File: config.mk
export PLATFORM = sky130hd
export DESIGN_NAME = argmax_stream_ctrl_flat
export DESIGN_NICKNAME = d
export VERILOG_FILES = /design/src/rtl/argmax_stream_ctrl_if.sv /design/src/rtl/argmax_stream_ctrl.sv /design/src/flat_wrapper.sv
export SDC_FILE = /design/constraint.sdc
export NUM_CORES = 1
export LEC_CHECK = 0
export CORE_MARGIN = 2
export CORE_UTILIZATION = 35
export CTS_CLUSTER_SIZE = 14
export DETAILED_ROUTE_END_ITERATION = 10
export GPL_ROUTABILITY_DRIVEN = 0
export REMOVE_ABC_BUFFERS = 1
export SLEW_MARGIN = 25
export SYNTH_ARGS = -nofsm -noshare
export SYNTH_HDL_FRONTEND = slang
export SYNTH_SLANG_ARGS = --single-unit
File: constraint.sdc
create_clock -name clk -period 3.44 [get_ports clk]
set_input_delay 0.688 -clock clk [delete_from_list [all_inputs] [get_ports clk]]
set_output_delay 0.688 -clock clk [all_outputs]
set_load 0.01 [all_outputs]
File: src/rtl/argmax_stream_ctrl_if.sv
`default_nettype none
// ============================================================================
// Module   : argmax_stream_ctrl_if
// Brief    : Job control, beat input and result handshake bundle for argmax.
// Revision : 1.0
// ============================================================================
interface argmax_stream_ctrl_if #(
   parameter int DATA_WIDTH = 8,
   parameter int NUM_DATA   = 16,
   parameter int MAX_BEATS  = 64
);
   localparam int IDX_W = $clog2(NUM_DATA * MAX_BEATS);
   localparam int CNT_W = $clog2(MAX_BEATS + 1);

   logic                           start;
   logic [CNT_W-1:0]               cfg_num_beats;
   logic                           busy;
   logic                           in_valid;
   logic                           in_ready;
   logic [DATA_WIDTH*NUM_DATA-1:0] in_data;
   logic                           out_valid;
   logic                           out_ready;
   logic [DATA_WIDTH-1:0]          out_max;
   logic [IDX_W-1:0]               out_idx;
   logic                           out_err;

   modport master (
      output start, cfg_num_beats, in_valid, in_data, out_ready,
      input  busy, in_ready, out_valid, out_max, out_idx, out_err
   );

   modport slave (
      input  start, cfg_num_beats, in_valid, in_data, out_ready,
      output busy, in_ready, out_valid, out_max, out_idx, out_err
   );
endinterface
`default_nettype wire

File: src/rtl/argmax_stream_ctrl.sv
`default_nettype none
// ============================================================================
// Module   : argmax_stream_ctrl
// Brief    : Multi-beat streaming argmax: per-beat max tree plus running max.
// Revision : 1.0
// ============================================================================
module argmax_stream_ctrl #(
   parameter int DATA_WIDTH = 8,
   parameter int NUM_DATA   = 16,
   parameter int MAX_BEATS  = 64
) (
   input logic           clk,
   input logic           reset,
   argmax_stream_ctrl_if.slave bus
);
   localparam int IDX_W  = $clog2(NUM_DATA * MAX_BEATS);
   localparam int CNT_W  = $clog2(MAX_BEATS + 1);
   localparam int LANE_W = (NUM_DATA > 1) ? $clog2(NUM_DATA) : 1;
   localparam int NODES  = 2 * NUM_DATA - 1;

   typedef enum logic [1:0] {
      S_IDLE  = 2'd0,
      S_RUN   = 2'd1,
      S_DRAIN = 2'd2,
      S_DONE  = 2'd3
   } state_t;

   state_t                state_q, state_d;
   logic [CNT_W-1:0]      num_beats_q;
   logic [CNT_W-1:0]      beat_cnt_q;
   logic                  s1_valid_q;
   logic                  s1_first_q;
   logic                  s1_last_q;
   logic [DATA_WIDTH-1:0] s1_max_q;
   logic [IDX_W-1:0]      s1_idx_q;
   logic                  s2_done_q;
   logic [DATA_WIDTH-1:0] run_max_q;
   logic [IDX_W-1:0]      run_idx_q;
   logic                  err_q;

   logic                  w_cfg_bad;
   logic                  w_accept;
   logic                  w_last;
   logic [IDX_W-1:0]      w_gidx;
   logic [DATA_WIDTH-1:0] w_tv [NODES];
   logic [LANE_W-1:0]     w_tl [NODES];

   assign w_cfg_bad = (bus.cfg_num_beats == '0) || (bus.cfg_num_beats > CNT_W'(MAX_BEATS));
   assign w_accept  = (state_q == S_RUN) && bus.in_valid;
   assign w_last    = (beat_cnt_q == num_beats_q - CNT_W'(1));

   // Heap-ordered tree: left children always cover lower lanes, so a strict
   // right-over-left compare keeps the lowest lane on ties.
   always_comb begin
      for (int k = 0; k < NUM_DATA; k++) begin
         w_tv[NUM_DATA-1+k] = bus.in_data[DATA_WIDTH*k +: DATA_WIDTH];
         w_tl[NUM_DATA-1+k] = LANE_W'(k);
      end
      for (int n = NUM_DATA - 2; n >= 0; n--) begin
         if (w_tv[2*n+2] > w_tv[2*n+1]) begin
            w_tv[n] = w_tv[2*n+2];
            w_tl[n] = w_tl[2*n+2];
         end else begin
            w_tv[n] = w_tv[2*n+1];
            w_tl[n] = w_tl[2*n+1];
         end
      end
   end

   assign w_gidx = IDX_W'(beat_cnt_q) * IDX_W'(NUM_DATA) + IDX_W'(w_tl[0]);

   always_ff @(posedge clk or negedge reset) begin
      if (!reset) state_q <= S_IDLE;
      else        state_q <= state_d;
   end

   always_comb begin
      state_d       = state_q;
      bus.busy      = (state_q != S_IDLE);
      bus.in_ready  = (state_q == S_RUN);
      bus.out_valid = (state_q == S_DONE);
      bus.out_err   = (state_q == S_DONE) && err_q;
      bus.out_max   = run_max_q;
      bus.out_idx   = run_idx_q;
      case (state_q)
         S_IDLE:  if (bus.start)             state_d = w_cfg_bad ? S_DONE : S_RUN;
         S_RUN:   if (w_accept && w_last)    state_d = S_DRAIN;
         S_DRAIN: if (s2_done_q)             state_d = S_DONE;
         S_DONE:  if (bus.out_ready)         state_d = S_IDLE;
         default:                            state_d = S_IDLE;
      endcase
   end

   always_ff @(posedge clk or negedge reset) begin
      if (!reset) begin
         num_beats_q <= '0;
         beat_cnt_q  <= '0;
         s1_valid_q  <= 1'b0;
         s1_first_q  <= 1'b0;
         s1_last_q   <= 1'b0;
         s1_max_q    <= '0;
         s1_idx_q    <= '0;
         s2_done_q   <= 1'b0;
         run_max_q   <= '0;
         run_idx_q   <= '0;
         err_q       <= 1'b0;
      end else begin
         s1_valid_q <= w_accept;
         s2_done_q  <= s1_valid_q && s1_last_q;

         if ((state_q == S_IDLE) && bus.start) begin
            num_beats_q <= bus.cfg_num_beats;
            beat_cnt_q  <= '0;
            err_q       <= w_cfg_bad;
            if (w_cfg_bad) begin
               run_max_q <= '0;
               run_idx_q <= '0;
            end
         end

         if (w_accept) begin
            beat_cnt_q <= beat_cnt_q + CNT_W'(1);
            s1_max_q   <= w_tv[0];
            s1_idx_q   <= w_gidx;
            s1_first_q <= (beat_cnt_q == '0);
            s1_last_q  <= w_last;
         end

         // Strict compare: an earlier beat keeps the lead on equal values.
         if (s1_valid_q && (s1_first_q || (s1_max_q > run_max_q))) begin
            run_max_q <= s1_max_q;
            run_idx_q <= s1_idx_q;
         end
      end
   end
endmodule
`default_nettype wire

File: src/flat_wrapper.sv
// flat-port wrapper written by rule: the top's interface ports become plain ports
module argmax_stream_ctrl_flat 
#(
   parameter int DATA_WIDTH = 8,
   parameter int NUM_DATA   = 16,
   parameter int MAX_BEATS  = 64
)
  (clk, reset, bus_start, bus_cfg_num_beats, bus_in_valid, bus_in_data, bus_out_ready, bus_busy, bus_in_ready, bus_out_valid, bus_out_max, bus_out_idx, bus_out_err);
  argmax_stream_ctrl_if #(.DATA_WIDTH(DATA_WIDTH), .NUM_DATA(NUM_DATA), .MAX_BEATS(MAX_BEATS)) bus_i ();
  input logic clk;
  input logic reset;
  input wire logic [$bits(bus_i.start)-1:0] bus_start;
  input wire logic [$bits(bus_i.cfg_num_beats)-1:0] bus_cfg_num_beats;
  input wire logic [$bits(bus_i.in_valid)-1:0] bus_in_valid;
  input wire logic [$bits(bus_i.in_data)-1:0] bus_in_data;
  input wire logic [$bits(bus_i.out_ready)-1:0] bus_out_ready;
  output wire logic [$bits(bus_i.busy)-1:0] bus_busy;
  output wire logic [$bits(bus_i.in_ready)-1:0] bus_in_ready;
  output wire logic [$bits(bus_i.out_valid)-1:0] bus_out_valid;
  output wire logic [$bits(bus_i.out_max)-1:0] bus_out_max;
  output wire logic [$bits(bus_i.out_idx)-1:0] bus_out_idx;
  output wire logic [$bits(bus_i.out_err)-1:0] bus_out_err;
  assign bus_i.start = bus_start;
  assign bus_i.cfg_num_beats = bus_cfg_num_beats;
  assign bus_i.in_valid = bus_in_valid;
  assign bus_i.in_data = bus_in_data;
  assign bus_i.out_ready = bus_out_ready;
  assign bus_busy = bus_i.busy;
  assign bus_in_ready = bus_i.in_ready;
  assign bus_out_valid = bus_i.out_valid;
  assign bus_out_max = bus_i.out_max;
  assign bus_out_idx = bus_i.out_idx;
  assign bus_out_err = bus_i.out_err;
  argmax_stream_ctrl #(.DATA_WIDTH(DATA_WIDTH), .NUM_DATA(NUM_DATA), .MAX_BEATS(MAX_BEATS)) u_core (.clk(clk), .reset(reset), .bus(bus_i));
endmodule
## Word-level counts from Yosys, hierarchy flattened

Index checks and enable logic that the tools add are counted.

- Register bits: 57

- Add/sub/neg operators: 3
- Magnitude comparators: 17
- Eq/ne operators: 8
- Multiplexer cells: 44
- Reduce and logical (&&, ||, !) cells: 17

Operators with widths:

| cell | count |
|---|---|
| $mux 8 | 18 |
| $gt 8x8->1 | 16 |
| $mux 10 | 3 |
| $mux 2 | 8 |
| $logic_not 7->1 | 2 |
| $mux 7 | 2 |
| $mux 4 | 3 |
| $add 10x4->10 | 1 |
| $mux 1 | 8 |
| $pmux 2 s4 | 1 |
| $reduce_bool 2->1 | 4 |
| $add 7x1->7 const B | 1 |
| $eq 7x7->1 | 1 |
| $gt 7x7->1 const B | 1 |
| $sub 7x1->7 const B | 1 |
| $logic_and 1x1->1 | 6 |
| $eq 2x2->1 const B | 2 |
| $ne 2x1->1 const B | 2 |
| $ne 2x2->1 const B | 2 |
| $reduce_and 4->1 | 1 |
| $mux 3 | 1 |
| $eq 2x1->1 const B | 1 |
| $logic_not 2->1 | 1 |
| $logic_or 1x1->1 | 2 |
| $reduce_and 2->1 | 1 |

## Logic depth before layout (Yosys ltp)

Gate-level depths: netlist of run 1.

- Word-level depth: 9
- Mapped depth: 42
- Depth with buffers taken out: 38

## Worst setup path before layout of run 1

OpenSTA, ideal clock, no wires.

- Path type: in2reg
- From: input port bus_in_data[21]
- To: register u_core.s1_max_q[3]
- Arrival time: 7533 ps
- Slack: -4220 ps
- Stages: 37
- Path buffers: 2
- Path through: inv_1 ha_1 a211o_1 o211ai_1 nand2b_1 o21ai_1 mux2i_1 inv_1 ha_1 a21o_1 a21o_1 a221o_1 o31ai_4 mux2i_1 inv_1 ha_1 a21o_1 a21o_1 a21oi_1 nand2_1 inv_1 o21ai_0 nor3_1 or3_1 buf_2 mux2_2 ha_1 o21a_1 o21ai_0 nand2b_1 a21oi_1 o21ai_0 o31a_1 and2_1 clkbuf_1 a22oi_1 o21ai_1

- Cells in the longest elaborated chain, start to end: 8

Ends and longest elaborated chain:

| item | RTL line | source |
|---|---|---|
| start, declared | flat_wrapper.sv:15 | `input wire logic [$bits(bus_i.in_data)-1:0] bus_in_data;` |
| $gt 8x8->1 | argmax_stream_ctrl.sv:60 | `if (w_tv[2*n+2] > w_tv[2*n+1]) begin` |
| $mux 8 * | argmax_stream_ctrl.sv:60 |  |
| $gt 8x8->1 | argmax_stream_ctrl.sv:60 |  |
| $mux 8 * | argmax_stream_ctrl.sv:60 |  |
| $gt 8x8->1 | argmax_stream_ctrl.sv:60 |  |
| $mux 8 * | argmax_stream_ctrl.sv:60 |  |
| $gt 8x8->1 | argmax_stream_ctrl.sv:60 |  |
| $mux 8 * | argmax_stream_ctrl.sv:60 |  |
| end signal, assigned | argmax_stream_ctrl.sv:123 | `s1_max_q <= w_tv[0];` |
| end, declared | argmax_stream_ctrl.sv:34 | `logic [DATA_WIDTH-1:0] s1_max_q;` |

Every way passes the cells marked *; elsewhere a longest branch is shown, timed or not.
A chain may end at the register's enable or synchronous reset.

## Worst setup path in the final report of run 1

- From: input port bus_in_data[43]
- To: register u_core.s1_idx_q[1]

- Cells in the longest elaborated chain, start to end: 9
- Elaborated cells on any way between the ends: 12
- Classes of those cells: add/sub (1); order compare (4); mux (7)

Ends and longest elaborated chain:

| item | RTL line | source |
|---|---|---|
| $gt 8x8->1 | argmax_stream_ctrl.sv:60 |  |
| $mux 8 | argmax_stream_ctrl.sv:60 |  |
| $gt 8x8->1 | argmax_stream_ctrl.sv:60 |  |
| $mux 8 | argmax_stream_ctrl.sv:60 |  |
| $gt 8x8->1 | argmax_stream_ctrl.sv:60 |  |
| $mux 8 | argmax_stream_ctrl.sv:60 |  |
| $gt 8x8->1 | argmax_stream_ctrl.sv:60 |  |
| $mux 4 * | argmax_stream_ctrl.sv:60 |  |
| $add 10x4->10 * | argmax_stream_ctrl.sv:70 | `assign w_gidx = IDX_W'(beat_cnt_q) * IDX_W'(NUM_DATA) + IDX_W'(w_tl[0]);` |
| end signal, assigned | argmax_stream_ctrl.sv:124 | `s1_idx_q <= w_gidx;` |
| end, declared | argmax_stream_ctrl.sv:35 | `logic [IDX_W-1:0] s1_idx_q;` |

Marks and branches as above.

==> results of run 1 <==
==> metrics by stage <==
stage	setup slack, ns	power, mW	instance area (sq um)	hold slack, ns	setup TNS, ns
after floorplan	-4.76	3.56	7300	0.392	-56.27
after global placement	-4.39	5.46	11000	0.460	-52.04
after detailed placement	-4.61	5.53	11000	0.467	-54.60
after CTS	-3.34	7.46	13200	0.403	-39.61
after global routing	-4.00	8.77	14100	0.435	-47.45
final	-3.63	8.14	14100	0.381	-42.95
==> worst max-delay path: cells and delay by family <==
kind            cells  cell delay [ns]
compound gates     15             2.41
fa+ha+maj           4             0.97
buf+inv             6             0.95
mux                 2             0.61
simple gates        9             1.64
==> cell families (layout without fill, tap and decap cells) <==
logic type                 count (synthesis)  in the layout  share of synthesized area [%]
buffers and inverters                    144            681                           7.52
muxes                                     98             98                           14.0
and+or+nand+nor                          215            215                           15.2
xor gates and xnor gates                  12             12                           1.42
adders and majority gates                129            129                           21.8
DFF                                       57             57                           19.3
AOI/OAI and AO/OA                        219            220                           20.7
==> flip-flops by register name, indices dropped and copies added, names as in the netlist <==
register	count
u_core.bus.out_idx	10
u_core.s1_max_q	8
u_core.num_beats_q	7
u_core.beat_cnt_q	7
u_core.err_q	1
u_core.s1_idx_q	10
u_core.s1_valid_q	1
u_core.state_q	2
u_core.s1_first_q	1
u_core.s2_done_q	1
u_core.bus.out_max	8
u_core.s1_last_q	1
==> routing by layer <==
layer	up-vias	GRT usage, %
li1	4269	-
met1	4067	28.2
met2	177	39.5
met3	36	2.48
met4	0	3.76
met5	-	0
==> layout make-up <==
type / instances / area (sq um)
multi-input cells: 674 / 7070
repair buffers: 541 / 4430
clock inverters: 3 / 65.1
flip-flops and latches: 57 / 1430
inverters: 125 / 484
fillers: 1613 / 6830
clock buffers: 12 / 246
well taps: 275 / 344
==> repair_timing <==
| item | 4_1_cts | 5_1_grt |
|---|---|---|
| setup endpoints to repair | 12 | 12 |
| cloned | 1 | 0 |
| setup buffers | 122 | 25 |
| hold buffers | 0 | 0 |
| gates resized for setup | 427 | 186 |
| pin swaps | 119 | 97 |
==> worst max path at each step <==
stage	start	endpoint	slack (ns)	depth (start not counted)
final	bus_in_data[43]	u_core.s1_idx_q[1]	-3.63	36
after global routing	bus_in_data[55]	u_core.s1_max_q[3]	-4.00	38
after CTS	bus_in_data[5]	u_core.s1_max_q[1]	-3.34	40
after detailed placement	bus_in_data[50]	u_core.s1_max_q[3]	-4.61	36
after global placement	bus_in_data[50]	u_core.s1_max_q[3]	-4.39	35
after floorplan	bus_in_data[113]	u_core.s1_max_q[3]	-4.76	34
==> placed cells by master (no fill, tap or decap), types with 11 or more instances in the layout <==
| master | instances |
|---|---|
| sky130_fd_sc_hd__nand2_1 | 49 |
| sky130_fd_sc_hd__a21oi_1 | 19 |
| sky130_fd_sc_hd__buf_6 | 27 |
| sky130_fd_sc_hd__ha_2 | 11 |
| sky130_fd_sc_hd__o21ai_0 | 26 |
| sky130_fd_sc_hd__a22o_1 | 18 |
| sky130_fd_sc_hd__buf_2 | 17 |
| sky130_fd_sc_hd__dfrtp_1 | 57 |
| sky130_fd_sc_hd__mux2_2 | 15 |
| sky130_fd_sc_hd__inv_1 | 79 |
| sky130_fd_sc_hd__xnor2_1 | 11 |
| sky130_fd_sc_hd__mux2i_1 | 28 |
| sky130_fd_sc_hd__mux2_4 | 15 |
| sky130_fd_sc_hd__buf_4 | 357 |
| sky130_fd_sc_hd__o21ai_1 | 14 |
| sky130_fd_sc_hd__ha_4 | 53 |
| sky130_fd_sc_hd__clkbuf_2 | 14 |
| sky130_fd_sc_hd__mux2i_2 | 16 |
| sky130_fd_sc_hd__clkdlybuf4s15_1 | 12 |
| sky130_fd_sc_hd__o211ai_1 | 15 |
| sky130_fd_sc_hd__ha_1 | 64 |
| sky130_fd_sc_hd__a21o_1 | 12 |
| sky130_fd_sc_hd__dlygate4sd2_1 | 45 |
| sky130_fd_sc_hd__nand4_1 | 25 |
| sky130_fd_sc_hd__a21oi_2 | 23 |
| sky130_fd_sc_hd__clkdlybuf4s50_1 | 45 |
| sky130_fd_sc_hd__inv_2 | 40 |
| sky130_fd_sc_hd__dlymetal6s2s_1 | 16 |
| sky130_fd_sc_hd__mux2i_4 | 24 |
| sky130_fd_sc_hd__nor2_1 | 35 |
==> power by group through the flow <==
stage | logic, mW | clock network [mW] | registers [mW]
after floorplan | 2.44 | 0 | 1.12
after global placement | 4.32 | 0 | 1.14
after detailed placement | 4.38 | 0 | 1.15
after CTS | 5.38 | 0.942 | 1.14
after global routing | 6.61 | 0.978 | 1.18
final | 6.07 | 0.932 | 1.14
==> impl_metrics.env, run 1 <==
export IMPL_unrepaired_setup_endpoints_after_global_routing="yes"
export IMPL_yosys_most_used_dff="sky130_fd_sc_hd__dfrtp_1"
export IMPL_peakVddDrop_uv=354
export IMPL_worstPathMaxFanout=7
export IMPL_wire_length_of_the_first_global_routing_pass_um=40200
export IMPL_netlist_area_sq_um=7390
export IMPL_synthTopCellsByCount="sky130_fd_sc_hd__ha_1 (128), sky130_fd_sc_hd__inv_1 (125), sky130_fd_sc_hd__mux2i_1 (66), sky130_fd_sc_hd__nand2_1 (60), sky130_fd_sc_hd__dfrtp_1 (57)"
export IMPL_worst_setup_path_end_kind="flip-flop"
export IMPL_chipWidth_um=149
export IMPL_post_synth_top_count_cell="sky130_fd_sc_hd__ha_1"
export IMPL_floorplan_rows=53
export IMPL_avgViaCountPerCell=5.07
export IMPL_failed_checks="negative setup slack"
export IMPL_floorplan_initialDensity_pct=35.4
export IMPL_count_of_synthesis_stage_warnings_from_yosys=0
export IMPL_detail_route_first_pass_iterations=4
export IMPL_highest_signal_layer="met4"
export IMPL_sequential_area_share_after_synthesis_pct=19.3
export IMPL_design_portCount=162
export IMPL_wl_met1_um=11600
export IMPL_report_final_setup_viol=12
export IMPL_final_core_util_pct=67.3
export IMPL_average_wire_per_standard_cell_um=15.7
export IMPL_worstRegToRegCells=14
export IMPL_cell_types_occupying_the_most_area_after_synthesis="sky130_fd_sc_hd__ha_1 (22%), sky130_fd_sc_hd__dfrtp_1 (19%), sky130_fd_sc_hd__mux2i_1 (8.9%), sky130_fd_sc_hd__inv_1 (6.4%), sky130_fd_sc_hd__mux2_2 (4.3%)"
export IMPL_total_via_count_after_detailed_routing=8549
export IMPL_grt_ovfl_total=0
export IMPL_synth_seq_cells=57
export IMPL_peak_freq_mhz=141
export IMPL_timing_critical_path_slowest_stage_cell="sky130_fd_sc_hd__or4_4"
export IMPL_slew_violations=0
export IMPL_switchingPower_mw=3.18
export IMPL_setup_crit_path_kind="in2reg"
export IMPL_drv_cap=0
export IMPL_clockPowerShare_pct=11.5
export IMPL_tritoncts_num_buffers=9
export IMPL_n_antenna_cell=0
export IMPL_arrival_ns=7.27
export IMPL_finalWirelength_um=26500
export IMPL_worst_slew_pin_slew_ns=0.757
export IMPL_timing_critical_path_from_type="input pin"
export IMPL_design_die_area_sq_um=22300
export IMPL_worstSkewPairLatency_ns=0.32
export IMPL_count_of_routing_violations_after_the_opening_detailed_route_iteration=318
export IMPL_via_count_of_the_first_global_routing_pass=8649
export IMPL_gr_usage_all_layers_pct=21.8
export IMPL_holdCritPathClass="in2async"
export IMPL_post_synth_top_area_cell="sky130_fd_sc_hd__ha_1"
export IMPL_floorplan_die_height_um=149
export IMPL_detail_route_antenna_nets=0
export IMPL_syn_inst=874
export IMPL_design_final_nets=1676
export IMPL_ys_types=75
export IMPL_power_static_leakage_nw=6.81
export IMPL_run_status="finished, violations left"
export IMPL_seq_power_share_pct=14.0
export IMPL_clockRootBuffer="sky130_fd_sc_hd__clkbuf_16"
export IMPL_share_comb_of_total_power_pct=74.5
export IMPL_internal_power_mw=4.96
export IMPL_worst_slew_margin_rel_pct=49.5
export IMPL_core_sq_um=20900
export IMPL_clock_tree_buffer_depth=2
export IMPL_setup_ws_ns=-3.63
export IMPL_cts_clk_slew_worst_paths_ns=0.05
export IMPL_synthArstFlopShare_pct=100
export IMPL_met2WireLength_um=13700
export IMPL_cpPeakStageDelay_ns=0.60
export IMPL_layout_drive_gt1_share_pct=52.1
export IMPL_average_instance_area_after_synthesis_sq_um=8.45
export IMPL_r2r_setup_slack_ns=0.56
export IMPL_instances_no_fill=1687
export IMPL_worstReg2RegEnd="u_core.bus.out_idx[7]"
export IMPL_r2r_start="u_core.bus.out_max[1]"
export IMPL_cts_tree="yes"
export IMPL_synth_largest_type_area_fraction_pct=21.7
export IMPL_final_hold_violation_count=0
export IMPL_htree_num_levels=3
export IMPL_timing_final_crit_period_ns=7.07
export IMPL_largest_net_degree_at_the_start_of_global_routing=33
export IMPL_dpl_hpwl_um=17400
export IMPL_finClkSkew_ns=0.00425
export IMPL_met3_length_um=874
export IMPL_synth_enable_flop_cells=0
export IMPL_place_inst=1527
export IMPL_worstPathRequired_ns=3.64
export IMPL_synthToLayoutAreaGrowth_pct=90.4
export IMPL_p_sw_share_pct=39.0
export IMPL_drt_drc_violations_left=0
export IMPL_period_share_pct=206
export IMPL_grt_antenna_before_repair=0
export IMPL_power_per_cell_area_nw_per_um2=579
export IMPL_port_buffers=161
export IMPL_clock_sinks=57
Power figures use the tool's default switching activity.
==> inputs of run 2 (changes only) <==
--- a/config.mk
+++ b/config.mk
@@ -7,2 +7,4 @@
 export LEC_CHECK = 0
+export CELL_PAD_IN_SITES_DETAIL_PLACEMENT = 0
+export CELL_PAD_IN_SITES_GLOBAL_PLACEMENT = 1
 export CORE_MARGIN = 2
@@ -12,2 +14,3 @@
 export GPL_ROUTABILITY_DRIVEN = 0
+export PLACE_DENSITY_LB_ADDON = 0.1
 export REMOVE_ABC_BUFFERS = 1
@@ -17 +20,2 @@
 export SYNTH_SLANG_ARGS = --single-unit
+export TNS_END_PERCENT = 50
--- a/constraint.sdc
+++ b/constraint.sdc
@@ -3,2 +3,2 @@
 set_output_delay 0.688 -clock clk [all_outputs]
-set_load 0.01 [all_outputs]
+set_load 0.02 [all_outputs]
==> run 2 against run 1 <==
The flow still finishes with violations (negative setup slack). Clock power decreased by 2%. Total power is 0.44% higher. Flip-flop and latch count unchanged. Cell count is 3.7% higher. Utilization grew 1.9 points. Sequential power is essentially flat. Non-clock buffer count rose by 61. Critical path type unchanged.
==> impl_metrics.env, run 2 (same netlist as run 1, synthesis figures left out) <==
export IMPL_finalPower_mw=8.18
export IMPL_setup_ws_ns=-3.66
export IMPL_average_wire_per_standard_cell_um=14.6
export IMPL_detail_route_first_pass_iterations=5
export IMPL_peakVddDrop_uv=330
export IMPL_place_inst=1581
export IMPL_floorplan_initialDensity_pct=35.4
export IMPL_tritoncts_num_buffers=9
export IMPL_critPathBufInv=10
export IMPL_holdCritPathClass="in2async"
export IMPL_clockRootBuffer="sky130_fd_sc_hd__clkbuf_16"
export IMPL_cell_class_contributing_the_biggest_share_of_worst_path_delay="compound AO/OA/AOI/OAI gates"
export IMPL_floorplan_rows=53
export IMPL_final_core_util_pct=69.2
export IMPL_critical_path_depth=40
export IMPL_worst_slew_margin_rel_pct=47.1
export IMPL_chipWidth_um=149
export IMPL_worstPathRequired_ns=3.69
export IMPL_core_sq_um=20900
export IMPL_seq_power_share_pct=14.0
export IMPL_report_final_setup_viol=12
export IMPL_layout_drive_gt1_share_pct=53.3
export IMPL_peak_freq_mhz=141
export IMPL_worst_slew_pin_slew_ns=0.794
export IMPL_finish_instance_area_sq_um=14500
export IMPL_post_place_ws_ns=-4.63
export IMPL_design_final_nets=1737
export IMPL_htree_num_levels=3
export IMPL_switchingPower_mw=3.27
export IMPL_dpl_hpwl_um=18000
export IMPL_r2r_start="u_core.bus.out_max[1]"
export IMPL_wire_length_of_the_first_global_routing_pass_um=42500
export IMPL_r2r_setup_slack_ns=0.81
export IMPL_worstPathMaxFanout=6
export IMPL_design_die_area_sq_um=22300
export IMPL_fin_setup_tns_ns=-43.02
export IMPL_detail_route_antenna_nets=0
export IMPL_timing_critical_path_from_type="input pin"
export IMPL_via_count_of_the_first_global_routing_pass=9263
export IMPL_unrepaired_setup_endpoints_after_global_routing="yes"
export IMPL_timing_critical_path_slowest_stage_cell="sky130_fd_sc_hd__or4_4"
export IMPL_most_common_layout_cells="sky130_fd_sc_hd__buf_4 (421), sky130_fd_sc_hd__inv_1 (83), sky130_fd_sc_hd__dlygate4sd2_1 (75)"
export IMPL_finalWirelength_um=25600
export IMPL_drt_drc_violations_left=0
export IMPL_power_per_cell_area_nw_per_um2=566
export IMPL_cts_tree="yes"
export IMPL_final_hold_violation_count=0
export IMPL_port_buffers=161
export IMPL_clock_sinks=57
export IMPL_worstReg2RegEnd="u_core.bus.out_max[6]"
export IMPL_share_comb_of_total_power_pct=74.8
export IMPL_internal_power_mw=4.91
export IMPL_worstSkewPairLatency_ns=0.32
export IMPL_whs_ns=0.454
export IMPL_design_portCount=162
export IMPL_power_static_leakage_nw=7.03
export IMPL_total_of_fill_cells_in_the_finished_design=1648
export IMPL_run_status="finished, violations left"
export IMPL_timing_critical_path_mode_cell="sky130_fd_sc_hd__buf_6"
export IMPL_finClkSkew_ns=0.00587
export IMPL_worstRegToRegCells=14
export IMPL_n_antenna_cell=0
export IMPL_instances_no_fill=1749
export IMPL_grt_ovfl_total=0
export IMPL_avgViaCountPerCell=4.99
export IMPL_p_sw_share_pct=39.9
export IMPL_cts_clk_slew_worst_paths_ns=0.05
export IMPL_timing_final_crit_period_ns=7.10
export IMPL_drv_cap=0
export IMPL_largest_net_degree_at_the_start_of_global_routing=37
export IMPL_gr_usage_all_layers_pct=23.0
export IMPL_synthToLayoutAreaGrowth_pct=95.8
export IMPL_slew_violations=0
export IMPL_mostFrequentLayoutCell="sky130_fd_sc_hd__buf_4"
export IMPL_worst_setup_path_end_kind="flip-flop"
export IMPL_place_area_sq_um=11400
export IMPL_grt_antenna_before_repair=0
export IMPL_total_via_count_after_detailed_routing=8731
export IMPL_floorplan_die_height_um=149
export IMPL_period_share_pct=206
export IMPL_clockPowerShare_pct=11.2
export IMPL_setup_crit_path_kind="in2reg"
export IMPL_clock_tree_buffer_depth=2
export IMPL_arrival_ns=7.35
export IMPL_cpPeakStageDelay_ns=0.58
export IMPL_failed_checks="negative setup slack"
export IMPL_count_of_routing_violations_after_the_opening_detailed_route_iteration=229
run 2: cell count changes in the layout (fill, tap and decap cells not counted), sizes merged:
cell,delta
buf,+64
bufinv,-1
clkbuf,-14
clkdlybuf4s15,+1
clkdlybuf4s50,-4
clkinvlp,+2
dlygate4sd2,+30
dlymetal6s2s,-16
run 2: layout make-up:
type | count | area (sq um) | area share (%)
Sequential cell | 57 | 1430 | 9.86
Timing Repair Buffer | 602 | 4840 | 33.5
Clock buffer | 12 | 267 | 1.84
Inverter | 125 | 474 | 3.28
Tap cell | 275 | 344 | 2.38
Multi-Input combinational cell | 674 | 7060 | 48.8
Clock inverter | 4 | 50.0 | 0.346
run 2: worst reg2reg max path, cell delays in order (launching register included):
cell	delay (ns)
sky130_fd_sc_hd__dfrtp_1	0.38
sky130_fd_sc_hd__inv_1	0.06
sky130_fd_sc_hd__ha_1	0.30
sky130_fd_sc_hd__nor2b_1	0.13
sky130_fd_sc_hd__o21a_1	0.16
sky130_fd_sc_hd__o21ai_0	0.14
sky130_fd_sc_hd__nand2b_1	0.08
sky130_fd_sc_hd__a21oi_1	0.14
sky130_fd_sc_hd__nor2_1	0.05
sky130_fd_sc_hd__a211oi_1	0.27
sky130_fd_sc_hd__a21oi_1	0.09
sky130_fd_sc_hd__o21a_1	0.19
sky130_fd_sc_hd__nor2_1	0.15
sky130_fd_sc_hd__buf_4	0.26
sky130_fd_sc_hd__a22o_1	0.16
run 2: worst max path at each step:
stage | from | end | slack, ns
2_1_floorplan | bus_in_data[113] | u_core.s1_max_q[3] | -4.76
3_3_place_gp | bus_in_data[50] | u_core.s1_max_q[7] | -4.47
3_5_place_dp | bus_in_data[50] | u_core.s1_idx_q[0] | -4.63
4_1_cts | bus_in_data[41] | u_core.s1_max_q[1] | -3.26
5_1_grt | bus_in_data[36] | u_core.s1_idx_q[2] | -3.92
6_report | bus_in_data[37] | u_core.s1_idx_q[2] | -3.66
run 2: power by group through the flow:
stage | Sequential, mW | Combinational (mW) | Clock (mW)
4_1_cts | 1.14 | 5.66 | 0.935
5_1_grt | 1.18 | 6.68 | 0.968
2_1_floorplan | 1.18 | 2.46 | 0
6_report | 1.15 | 6.12 | 0.915
3_3_place_gp | 1.14 | 4.47 | 0
3_5_place_dp | 1.15 | 4.52 | 0
run 2: per-layer routing:
| layer | track usage, % | share of wire [%] | vias up |
|---|---|---|---|
| met5 | 0 | 0 | - |
| met4 | 4.81 | 1.2 | 0 |
| met3 | 2.20 | 2.7 | 27 |
| met2 | 41.3 | 50 | 164 |
| met1 | 30.0 | 46 | 4155 |
| li1 | - | - | 4385 |
run 2: timing repair:
item,4_1_cts,5_1_grt
buffers inserted,144,9
hold buffers,0,0
endpoints found under the setup margin,12,12
cloned,1,0
resized for setup,525,57
pin swaps,149,35
